<file path="src/rtl/ysyx_220053_div_ctrl.sv">
// Issue-side controller for the iterative 64-bit divider: decodes RV64M div/rem ops,
// prepares operands, short-circuits divide-by-zero and signed overflow, returns one result per request.
module ysyx_220053_div_ctrl #(
    parameter int XLEN = 64
) (
    input  logic            clk,
    input  logic            rst,
    input  logic            flush,
    input  logic            req_valid,
    output logic            req_ready,
    input  logic [1:0]      req_op,
    input  logic            req_word,
    input  logic [XLEN-1:0] src1,
    input  logic [XLEN-1:0] src2,
    output logic            resp_valid,
    input  logic            resp_ready,
    output logic [XLEN-1:0] resp_data,
    output logic            div_valid,
    output logic            div_signed,
    output logic [XLEN-1:0] dividend,
    output logic [XLEN-1:0] divisor,
    output logic            div_flush,
    input  logic            div_ready,
    input  logic            out_valid,
    input  logic [XLEN-1:0] quotient,
    input  logic [XLEN-1:0] remainder
);

    typedef enum logic [1:0] {S_IDLE, S_ISSUE, S_WAIT, S_DONE} state_e;

    state_e          state_q;
    logic            rem_q;
    logic            word_q;
    logic            div_signed_q;
    logic [XLEN-1:0] dividend_q;
    logic [XLEN-1:0] divisor_q;
    logic [XLEN-1:0] resp_data_q;

    logic            req_signed;
    logic            req_rem;
    logic [XLEN-1:0] a_prep;
    logic [XLEN-1:0] b_prep;
    logic [XLEN-1:0] min_val;
    logic            is_zero;
    logic            is_ovf;
    logic [XLEN-1:0] special_raw;
    logic [XLEN-1:0] div_raw;

    // W forms return the low word sign-extended regardless of signedness
    function automatic logic [XLEN-1:0] fmt_result(input logic [XLEN-1:0] raw, input logic word);
        fmt_result = word ? {{(XLEN-32){raw[31]}}, raw[31:0]} : raw;
    endfunction

    assign req_signed = ~req_op[0];
    assign req_rem    = req_op[1];

    always_comb begin
        a_prep = src1;
        b_prep = src2;
        if (req_word) begin
            a_prep = {{(XLEN-32){req_signed & src1[31]}}, src1[31:0]};
            b_prep = {{(XLEN-32){req_signed & src2[31]}}, src2[31:0]};
        end
    end

    assign min_val = req_word ? 64'hFFFF_FFFF_8000_0000 : 64'h8000_0000_0000_0000;
    assign is_zero = (b_prep == '0);
    assign is_ovf  = req_signed && (a_prep == min_val) && (b_prep == '1);

    always_comb begin
        special_raw = '0;
        if (is_zero) begin
            special_raw = req_rem ? a_prep : '1;
        end else begin
            special_raw = req_rem ? '0 : a_prep;
        end
    end

    assign div_raw = rem_q ? remainder : quotient;

    always_ff @(posedge clk or posedge rst) begin
        if (rst) begin
            state_q      <= S_IDLE;
            rem_q        <= 1'b0;
            word_q       <= 1'b0;
            div_signed_q <= 1'b0;
            dividend_q   <= '0;
            divisor_q    <= '0;
            resp_data_q  <= '0;
        end else if (flush) begin
            state_q <= S_IDLE;
        end else begin
            case (state_q)
                S_IDLE: begin
                    if (req_valid) begin
                        rem_q  <= req_rem;
                        word_q <= req_word;
                        if (is_zero || is_ovf) begin
                            resp_data_q <= fmt_result(special_raw, req_word);
                            state_q     <= S_DONE;
                        end else begin
                            dividend_q   <= a_prep;
                            divisor_q    <= b_prep;
                            div_signed_q <= req_signed;
                            state_q      <= S_ISSUE;
                        end
                    end
                end
                S_ISSUE: begin
                    if (div_ready) state_q <= S_WAIT;
                end
                S_WAIT: begin
                    if (out_valid) begin
                        resp_data_q <= fmt_result(div_raw, word_q);
                        state_q     <= S_DONE;
                    end
                end
                S_DONE: begin
                    if (resp_ready) state_q <= S_IDLE;
                end
                default: state_q <= S_IDLE;
            endcase
        end
    end

    assign req_ready  = (state_q == S_IDLE);
    assign resp_valid = (state_q == S_DONE);
    assign div_valid  = (state_q == S_ISSUE);
    assign resp_data  = resp_data_q;
    assign div_signed = div_signed_q;
    assign dividend   = dividend_q;
    assign divisor    = divisor_q;
    assign div_flush  = flush;

endmodule

</file>
<file path="config.mk">
export PLATFORM = sky130hd
export DESIGN_NAME = ysyx_220053_div_ctrl
export DESIGN_NICKNAME = d
export VERILOG_FILES = /design/src/rtl/ysyx_220053_div_ctrl.sv
export SDC_FILE = /design/constraint.sdc
export NUM_CORES = 1
export LEC_CHECK = 0
export CORE_AREA = 3 3 177 179
export DETAILED_ROUTE_END_ITERATION = 16
export DIE_AREA = 0 0 180 182
export HOLD_SLACK_MARGIN = 0.15
export PLACE_DENSITY = 0.75
export SYNTH_ARGS = -nofsm -noshare
export SYNTH_HDL_FRONTEND = slang
export SYNTH_SLANG_ARGS = --single-unit
</file>
<file path="constraint.sdc">
create_clock -name clk -period 9.3 [get_ports clk]
set_input_delay 1.86 -clock clk [delete_from_list [all_inputs] [get_ports clk]]
set_output_delay 1.86 -clock clk [all_outputs]
set_load 0.02 [all_outputs]
</file>
==> results of run 1 <==
final cells by class:
cell class                 count  area share
antenna                        2    0.000311
clock buffer                  18      0.0273
clock inverter                14      0.0111
inverter                     102      0.0243
multi-input combinational    557       0.305
sequential                   197       0.307
tap                          390      0.0303
timing repair buffer         479       0.295
kinds of logic after synthesis:
logic type | after synthesis | synth area share
compound gates | 180 | 0.127
xor+xnor | 1 | 0.000822
fa+ha+maj | 4 | 0.00470
buf+inv | 183 | 0.0799
flops | 197 | 0.463
mux | 228 | 0.245
simple gates | 144 | 0.0802
final timing paths:
check	from	cells after the start	end
max in group asynchronous	rst	3	resp_data[10]$_DFFE_PP0P_
worst max-delay path	req_word	10	divisor[42]$_DFFE_PP0P_
min in group asynchronous	rst	2	resp_data[55]$_DFFE_PP0P_
worst min-delay path	dividend[30]$_DFFE_PP0P_	1	dividend[30]$_DFFE_PP0P_
worst min register to register	dividend[30]$_DFFE_PP0P_	1	dividend[30]$_DFFE_PP0P_
worst max register to register	state_q[0]$_DFFE_PP0P_	10	resp_data[29]$_DFFE_PP0P_
worst max-delay path: stages:
cell	delay, ps
buf_2	260
buf_4	370
nand2b_1	260
or4_1	580
a211o_1	320
a2111o_1	380
buf_4	250
or3b_4	900
buf_4	600
mux2_1	390
placed cells by master (no fill, tap or decap), types with 18 or more instances in the layout:
master and count:
mux2i_1 32, nor4_1 28, mux2_4 18, dfrtp_1 196
inv_1 101, nor2_1 39, a2111oi_0 31, a221o_1 32
a221oi_1 32, o21ai_0 63, mux2_2 60, mux2_1 117
clkdlybuf4s50_1 461, nand3b_1 34
cell usage after synthesis (2+ instances only):
cell type	count	area share
dfrtp_1	197	0.46
nand3b_1	34	0.024
nand2b_1	4	0.0023
mux2_4	18	0.025
o22ai_1	2	0.0012
buf_1	4	0.0014
nor4b_1	3	0.0025
nor2_1	39	0.014
mux2_1	117	0.12
buf_2	4	0.0019
nand3_1	2	0.00094
o21ai_0	64	0.030
nand2_1	7	0.0025
o21a_1	2	0.0014
clkbuf_1	50	0.018
buf_6	20	0.021
a2111oi_0	31	0.025
or4_1	6	0.0042
nand4_1	15	0.0088
a221oi_1	32	0.026
nor4_1	29	0.017
and4_1	2	0.0016
inv_1	102	0.036
ha_1	4	0.0047
a211o_1	2	0.0016
a221o_1	32	0.030
mux2i_1	32	0.030
buf_4	2	0.0014
mux2_2	60	0.063
a21oi_1	4	0.0019
a211oi_1	2	0.0014
stage by stage:
step | hold WS [ps] | setup slack (ps) | util | area (um^2)
2_1_floorplan | 562 | 2070 | - | 10700
3_3_place_gp | 473 | 2810 | 0.521 | 15500
3_5_place_dp | 480 | 2850 | 0.521 | 15500
4_1_cts | 498 | 3310 | 0.541 | 16100
5_1_grt | 502 | 3070 | 0.542 | 16100
6_report | 493 | 3300 | 0.542 | 16100
layer usage:
metal  track usage  vias to the layer above  wire [um]
met2         0.397                      422      20200
met3        0.0521                       74       2470
met1         0.319                     4809      17400
met5             0                        -          0
li1              -                     4289          -
met4        0.0897                        0       1390
flip-flops by register name (all words and copies together) (netlist names):
name / cells
word_q: 1
state_q: 2
dividend: 64
rem_q: 1
div_signed: 1
resp_data: 64
divisor: 64
power groups by stage:
stage | logic [mW] | registers [mW] | clock network (mW)
after floorplan | 0.891 | 1.98 | 0
after global placement | 2.55 | 1.56 | 0
after detailed placement | 2.57 | 1.58 | 0
after CTS | 2.58 | 1.57 | 0.798
after global routing | 2.69 | 1.63 | 0.828
final | 2.56 | 1.57 | 0.780
==> out/results.tsv, run 1 <==
stage	metric	value	unit
status	status	finished, final reports clean	
cells_and_area	Reg area	4930	um^2
route	Antenna Nets Post-Route	0	
worst_setup_path	startpoint types	input pin	
clock_network	CTS tree	done	
die	row count	63	
clock_network	Root Buffer Master	clkbuf_16	
power	total power	4.91	mW
worst_setup_path	kind of critical path	input pin to flop	
die	Initial Utilization	0.359	
clock_network	Reg clk slew, reported paths	80	ps
placed_design	dpl hpwl	31.1	mm
synth	Post-synth EDFFs	0	
placed_design	dpl cells	1725	
synth	Mapped Nets	1207	
power	power share of the sequential group	0.320	
synth	Netlist cell types	46	
global_routing	gr ovfl total	0	
clock_network	quantity of gates resized following cts	0	
cells_and_area	share of cells above drive strength 1	0.101	
sta	Fin. Hold Viols	0	
die	CORE AREA	29700	um^2
global_routing	first-pass GRT wire length	61.6	mm
sta	Slew HR	0.259	
power	P per Cell Area	305	nW/um^2
die	die area	32800	um^2
route	drt drc	0	
route	drt first pass iters	5	
sta	FMAX	167	MHz
die	Die Wd	180	um
worst_setup_path	CP Capture Type	flop	
die	Chip Height	182	um
synth	Yosys Warn Count	0	
global_routing	antenna violations before repair	2	
power	Clock power frac	0.159	
clock_network	TritonCTS buffer count	17	
sta	Final period util	0.645	
global_routing	pin count of the biggest net entering global routing	77	
die	I/O pin cnt	463	
power	Comb power frac	0.522	
worst_setup_path	WP data required	9620	ps
cells_and_area	fin cells	1759	
sta	Pins Over Slew Limit	0	
cells_and_area	Filler Cells Inserted	2607	
power	switch share	0.400	
job	max-cap violation count	0	
clock_network	Clock Latency Late Sink	440	ps
synth	Gate Count Post-Synth	937	
global_routing	GRT Overall Usage	0.243	
synth	Synth Register Bits	197	
clock_network	Post-CTS Setup Inserts	0	
cells_and_area	Final Net Count	1624	
synth	Synth Cell Area	10700	um^2
clock_network	Post-CTS Hold Fix Bufs	0	
clock_network	# H-tree levels	4	
route	Vias	9594	
worst_setup_path	FF-to-FF setup slack	5810	ps
synth	top_reg_cell synth	dfrtp_1	
power	Leak	6.83	nW
synth	Syn Area/Cell	11.4	um^2
sta	setup TNS	0	ps
synth	fraction of registers with async set/reset	1.00	
power	Sw Pwr	1.97	mW
cells_and_area	multi-input logic area	4910	um^2
cells_and_area	area added between synthesis and finish	51.1	%
clock_network	deepest clock path buffer count	2	
placed_design	Placer Congestion	0.909	
worst_setup_path	Critical Path AT	6310	ps
power	internal power	2.95	mW
sta	RSZ-0062 raised after global routing	no	
sta	Clock Skew	13.1	ps
sta	crit path time final	6000	ps
sta	actual slew at the worst max-slew pin	1110	ps
route	initial DRC count	732	
synth	sequential fraction of the synthesis area	0.463	
global_routing	vias in the first global route	9853	
power	worst vdd rail ir drop	178	uV
clock_network	CTS sink count	197	
worst_setup_path	worst-path maximum fanout	76	
sta	setup violators final	0	
route	WL/cell	23.6	um
placed_design	Buffers on Ports	462	
min_path	HP Class	flop to flop	
route	vias per cell	5.45	
route	WL final	41.4	mm
Power figures use the tool's default switching activity.
==> run 2: changes to the inputs <==
--- a/config.mk
+++ b/config.mk
@@ -5,11 +5,11 @@
 export SDC_FILE = /design/constraint.sdc
 export NUM_CORES = 1
 export LEC_CHECK = 0
-export CORE_AREA = 3 3 177 179
+export CORE_AREA = 3 3 180 182
 export DETAILED_ROUTE_END_ITERATION = 16
-export DIE_AREA = 0 0 180 182
+export DIE_AREA = 0 0 183 185
 export HOLD_SLACK_MARGIN = 0.15
-export PLACE_DENSITY = 0.75
+export PLACE_DENSITY = 0.76
 export SYNTH_ARGS = -nofsm -noshare
 export SYNTH_HDL_FRONTEND = slang
 export SYNTH_SLANG_ARGS = --single-unit
==> constraint.sdc (replaced) <==
create_clock -name clk -period 5.15 [get_ports clk]
set_input_delay 1.03 -clock clk [delete_from_list [all_inputs] [get_ports clk]]
set_output_delay 1.03 -clock clk [all_outputs]
set_load 0.02 [all_outputs]
==> out/results.tsv, run 2 (synthesized netlist as in run 1, its figures left out) <==
stage	metric	value	unit
clock_network	TritonCTS buffer count	17	
global_routing	gr ovfl total	0	
min_path	HP Class	flop to flop	
clock_network	deepest clock path buffer count	2	
route	Vias	9708	
worst_setup_path	FF-to-FF setup slack	1500	ps
die	CORE AREA	30700	um^2
global_routing	vias in the first global route	9639	
clock_network	Post-CTS Hold Fix Bufs	0	
sta	Slew HR	0.307	
sta	Fin. Hold Viols	0	
route	drt drc	0	
route	Antenna Nets Post-Route	0	
route	vias per cell	5.50	
global_routing	antenna violations before repair	0	
sta	RSZ-0062 raised after global routing	no	
sta	Final period util	0.826	
clock_network	Reg clk slew, reported paths	80	ps
cells_and_area	core occupancy in the finished layout	0.524	
worst_setup_path	WP data required	5470	ps
worst_setup_path	Critical Path AT	4570	ps
route	WL final	41.6	mm
die	Chip Height	185	um
status	status	finished, final reports clean	
worst_setup_path	startpoint types	input pin	
clock_network	quantity of gates resized following cts	0	
cells_and_area	cell area after layout	16100	um^2
worst_setup_path	Crit-path slowest cell	or4_1	
placed_design	Setup WS pre-CTS	517	ps
die	Initial Utilization	0.346	
clock_network	# H-tree levels	4	
worst_setup_path	CP Cell Sequence	clkdlybuf4s50_1 > or4_1 > nor4_1 > nand4_1 > a2111o_1 > or3b_4 > buf_12 > mux2_1	
global_routing	GRT Overall Usage	0.235	
cells_and_area	most frequent cells in the layout	461 x clkdlybuf4s50_1, 196 x dfrtp_1, 117 x mux2_1, 101 x inv_1, 63 x o21ai_0	
die	row count	64	
sta	Hold WS	494	ps
job	max-cap violation count	0	
sta	FMAX	235	MHz
clock_network	Root Buffer Master	clkbuf_16	
worst_setup_path	CP Capture Type	flop	
die	Die Wd	183	um
placed_design	Placer Congestion	0.908	
sta	actual slew at the worst max-slew pin	1040	ps
die	I/O pin cnt	463	
sta	Pins Over Slew Limit	0	
worst_setup_path	worst-path maximum fanout	57	
clock_network	Clock Latency Late Sink	450	ps
power	P per Cell Area	548	nW/um^2
die	die area	33900	um^2
sta	crit path time final	4250	ps
global_routing	pin count of the biggest net entering global routing	137	
sta	setup violators final	0	
cells_and_area	share of cells above drive strength 1	0.102	
placed_design	dpl hpwl	31.1	mm
power	Leak	6.84	nW
route	WL/cell	23.6	um
placed_design	Placement Cell Area	15500	um^2
cells_and_area	number of diodes	0	
sta	worst setup margin	898	ps
cells_and_area	most common cell after layout, fill and taps aside	clkdlybuf4s50_1	
clock_network	CTS sink count	197	
worst_setup_path	crit-path max cell delay	650	ps
sta	Clock Skew	7.13	ps
cells_and_area	Final Net Count	1626	
worst_setup_path	kind of critical path	input pin to flop	
route	initial DRC count	826	
cells_and_area	area added between synthesis and finish	51.1	%
sta	setup TNS	0	ps
placed_design	Buffers on Ports	462	
power	worst vdd rail ir drop	363	uV
global_routing	first-pass GRT wire length	60.7	mm
clock_network	CTS tree	done	
clock_network	Post-CTS Setup Inserts	0	
route	drt first pass iters	5	
run 2: layout make-up:
| class | instances | area, um^2 |
|---|---|---|
| Inverter | 102 | 387 |
| Fill cell | 2677 | 14600 |
| Clock inverter | 14 | 138 |
| Timing Repair Buffer | 481 | 4810 |
| Clock buffer | 17 | 425 |
| Tap cell | 396 | 495 |
| Sequential cell | 197 | 4930 |
| Multi-Input combinational cell | 557 | 4910 |
run 2: routing by layer:
metal,up-vias,GRT usage,routed length [um],part of all wire
li1,4280,-,-,-
met4,0,0.0701,1130,0.027
met5,-,0,0,0
met3,71,0.0515,2880,0.069
met1,4884,0.313,17200,0.41
met2,473,0.388,20400,0.49
run 2: power breakdown:
part	internal (mW)	switching (mW)	leakage [nW]
logic	2.34	2.44	4.18
registers	2.29	0.434	2.38
clock network	0.642	0.680	0.276
total	5.27	3.55	6.84
run 2: worst paths after layout:
path / from / end / depth (start not counted)
max: src1[21] / divisor[19]$_DFFE_PP0P_ / 8
min: dividend[33]$_DFFE_PP0P_ / dividend[33]$_DFFE_PP0P_ / 1
max reg2reg: state_q[0]$_DFFE_PP0P_ / resp_data[31]$_DFFE_PP0P_ / 10
min reg2reg: dividend[33]$_DFFE_PP0P_ / dividend[33]$_DFFE_PP0P_ / 1
max in group asynchronous: rst / rem_q$_DFFE_PP0P_ / 3
min in group asynchronous: rst / word_q$_DFFE_PP0P_ / 3
run 2: worst max-delay path: cells and delay by family:
kind / cells / cell delay, ps
simple gates: 4 / 1870
buf+inv: 2 / 790
compound gates: 1 / 410
mux: 1 / 400
run 2: metrics by stage:
stage	std cells	total power [mW]
after floorplan	937	5.18
after global placement	1733	7.42
after detailed placement	1733	7.52
after CTS	1764	8.88
after global routing	1764	9.24
final	1764	8.82
==> run 3: changes to the inputs <==
--- a/config.mk
+++ b/config.mk
@@ -5,11 +5,11 @@
 export SDC_FILE = /design/constraint.sdc
 export NUM_CORES = 1
 export LEC_CHECK = 0
-export CORE_AREA = 3 3 180 182
+export CORE_AREA = 3 3 177 179
 export DETAILED_ROUTE_END_ITERATION = 16
-export DIE_AREA = 0 0 183 185
+export DIE_AREA = 0 0 180 182
 export HOLD_SLACK_MARGIN = 0.15
-export PLACE_DENSITY = 0.76
+export PLACE_DENSITY = 0.75
 export SYNTH_ARGS = -nofsm -noshare
 export SYNTH_HDL_FRONTEND = slang
 export SYNTH_SLANG_ARGS = --single-unit
==> constraint.sdc (replaced) <==
create_clock -name clk -period 4.1 [get_ports clk]
set_input_delay 0.82 -clock clk [delete_from_list [all_inputs] [get_ports clk]]
set_output_delay 0.82 -clock clk [all_outputs]
set_load 0.02 [all_outputs]
==> out/results.tsv, run 3 (synthesized netlist as in run 1, its figures left out) <==
stage	metric	value	unit
clock_network	quantity of gates resized following cts	0	
die	die area	32800	um^2
global_routing	grt met1 use	0.330	
min_path	worst hold start	dividend[37]$_DFFE_PP0P_	
global_routing	M3 GR Usage	0.0509	
worst_setup_path	CP startpoint	src1[21]	
placed_design	Buffers on Ports	462	
cells_and_area	fin cells	1788	
die	I/O pin cnt	463	
global_routing	gr ovfl total	0	
worst_setup_path	CP Cell Sequence	clkdlybuf4s50_1 > or4_1 > nor4_1 > buf_4 > nand4_1 > a2111o_1 > buf_4 > buf_4 > a2111oi_0 > a221oi_1	
worst_setup_path	CP Capture Type	flop	
route	WL final	41.9	mm
sta	Final period util	0.930	
clock_network	Clock Latency Late Sink	450	ps
power	P per Cell Area	689	nW/um^2
cells_and_area	most common cell after layout, fill and taps aside	clkdlybuf4s50_1	
worst_setup_path	startpoint types	input pin	
worst_setup_path	Critical Path Most Common Cell	buf_4	
worst_setup_path	crit path buf inv count	4	
route	WL/cell	23.5	um
global_routing	vias in the first global route	10128	
power	Leak	7.01	nW
die	Initial Utilization	0.359	
worst_setup_path	WP data required	4390	ps
route	Antenna Nets Post-Route	0	
cells_and_area	area added between synthesis and finish	54.4	%
die	row count	63	
worst_setup_path	delay-heaviest family, CP	simple AND/OR/NAND/NOR gates	
clock_network	# H-tree levels	4	
worst_setup_path	kind of critical path	input pin to flop	
sta	RSZ-0062 raised after global routing	no	
global_routing	GRT Overall Usage	0.248	
global_routing	pin count of the biggest net entering global routing	130	
clock_network	Reg clk slew, reported paths	70	ps
sta	Pins Over Slew Limit	0	
clock_network	Post-CTS Hold Fix Bufs	0	
route	drt drc	0	
clock_network	Post-CTS Setup Inserts	0	
clock_network	Root Buffer Master	clkbuf_16	
global_routing	busiest metal layer after global routing	met2	
global_routing	first-pass GRT wire length	63.0	mm
worst_setup_path	crit-path max cell delay	620	ps
global_routing	antenna violations before repair	3	
die	Chip Height	182	um
power	worst vdd rail ir drop	368	uV
clock_network	CTS sink count	197	
placed_design	Placer Congestion	0.942	
min_path	HP Class	flop to flop	
worst_setup_path	Critical Path AT	4100	ps
placed_design	dpl hpwl	32.1	mm
sta	FMAX	262	MHz
clock_network	TritonCTS buffer count	17	
clock_network	CTS tree	done	
power	total power	11.3	mW
job	max-cap violation count	0	
worst_setup_path	Crit-path slowest cell	or4_1	
cells_and_area	Final Net Count	1652	
route	vias per cell	5.47	
sta	setup violators final	0	
route	drt first pass iters	5	
worst_setup_path	reg2reg start	state_q[0]$_DFFE_PP0P_	
worst_setup_path	worst-path maximum fanout	12	
global_routing	GR Layer Usage met2	0.407	
status	status	finished, final reports clean	
die	Die Wd	180	um
sta	Clock Skew	13.1	ps
sta	Slew HR	0.361	
cells_and_area	share of cells above drive strength 1	0.119	
sta	Fin. Hold Viols	0	
clock_network	deepest clock path buffer count	2	
die	CORE AREA	29700	um^2
sta	crit path time final	3810	ps
route	Vias	9787	
placed_design	dpl cells	1753	
route	initial DRC count	748	
cells_and_area	most frequent cells in the layout	461 x clkdlybuf4s50_1, 196 x dfrtp_1, 117 x mux2_1, 101 x inv_1, 63 x o21ai_0	
sta	actual slew at the worst max-slew pin	959	ps
[run 3: changes by cell type in the layout (fill, tap and decap cells not counted), sizes merged]
| cell | change |
|---|---|
| diode | +3 |
| clkbuf | +1 |
| buf | +26 |
| bufinv | +3 |
| clkinv | -4 |
| clkinvlp | +1 |
[run 3: power by group]
part / internal, mW / switching, mW / total (mW)
combinational: 2.99 / 3.02 / 6.01
clock: 0.996 / 0.838 / 1.83
sequential: 2.88 / 0.605 / 3.48
[run 3: final cells by class]
type	instances	area, um^2
Fill cell	2586	13300
Antenna cell	3	7.51
Timing Repair Buffer	507	5090
Inverter	102	387
Tap cell	390	488
Sequential cell	197	4930
Clock buffer	18	439
Multi-Input combinational cell	557	4910
Clock inverter	14	185
[run 3: per-layer routing]
| layer | vias up | routed length [um] |
|---|---|---|
| li1 | 4355 | - |
| met1 | 4934 | 18000 |
| met2 | 433 | 20400 |
| met3 | 65 | 2370 |
| met4 | 0 | 1140 |
| met5 | - | 0 |
[run 3: final timing paths]
kind | to | slack [ps] | cells after the start
worst min register to register | dividend[37]$_DFFE_PP0P_ | 490 | 1
min in group asynchronous | resp_data[42]$_DFFE_PP0P_ | 840 | 3
worst max register to register | resp_data[44]$_DFFE_PP0P_ | 1210 | 8
worst max-delay path | resp_data[50]$_DFFE_PP0P_ | 290 | 10
worst min-delay path | dividend[37]$_DFFE_PP0P_ | 490 | 1
max in group asynchronous | divisor[6]$_DFFE_PP0P_ | 2540 | 3
[run 3: worst register-to-register path, delay by kind of cell (launching register included)]
family	cells	cell delay [ps]
AO/OA/AOI/OAI	3	1170
adder cells (fa/ha/maj)	1	320
flip-flops	1	430
buffers and inverters	3	480
multiplexers	1	380
[run 3: through the flow]
| stage | utilization | TNS, ps | hold WS, ps | cell area [um^2] | setup WS, ps |
|---|---|---|---|---|---|
| 6_report | 0.553 | 0 | 490 | 16400 | 289 |
| 3_5_place_dp | 0.532 | -20330 | 480 | 15800 | -160 |
| 5_1_grt | 0.553 | 0 | 507 | 16400 | 74.2 |
| 2_1_floorplan | - | 0 | 562 | 10700 | 734 |
| 4_1_cts | 0.553 | 0 | 497 | 16400 | 288 |
| 3_3_place_gp | 0.532 | -24570 | 472 | 15800 | -174 |
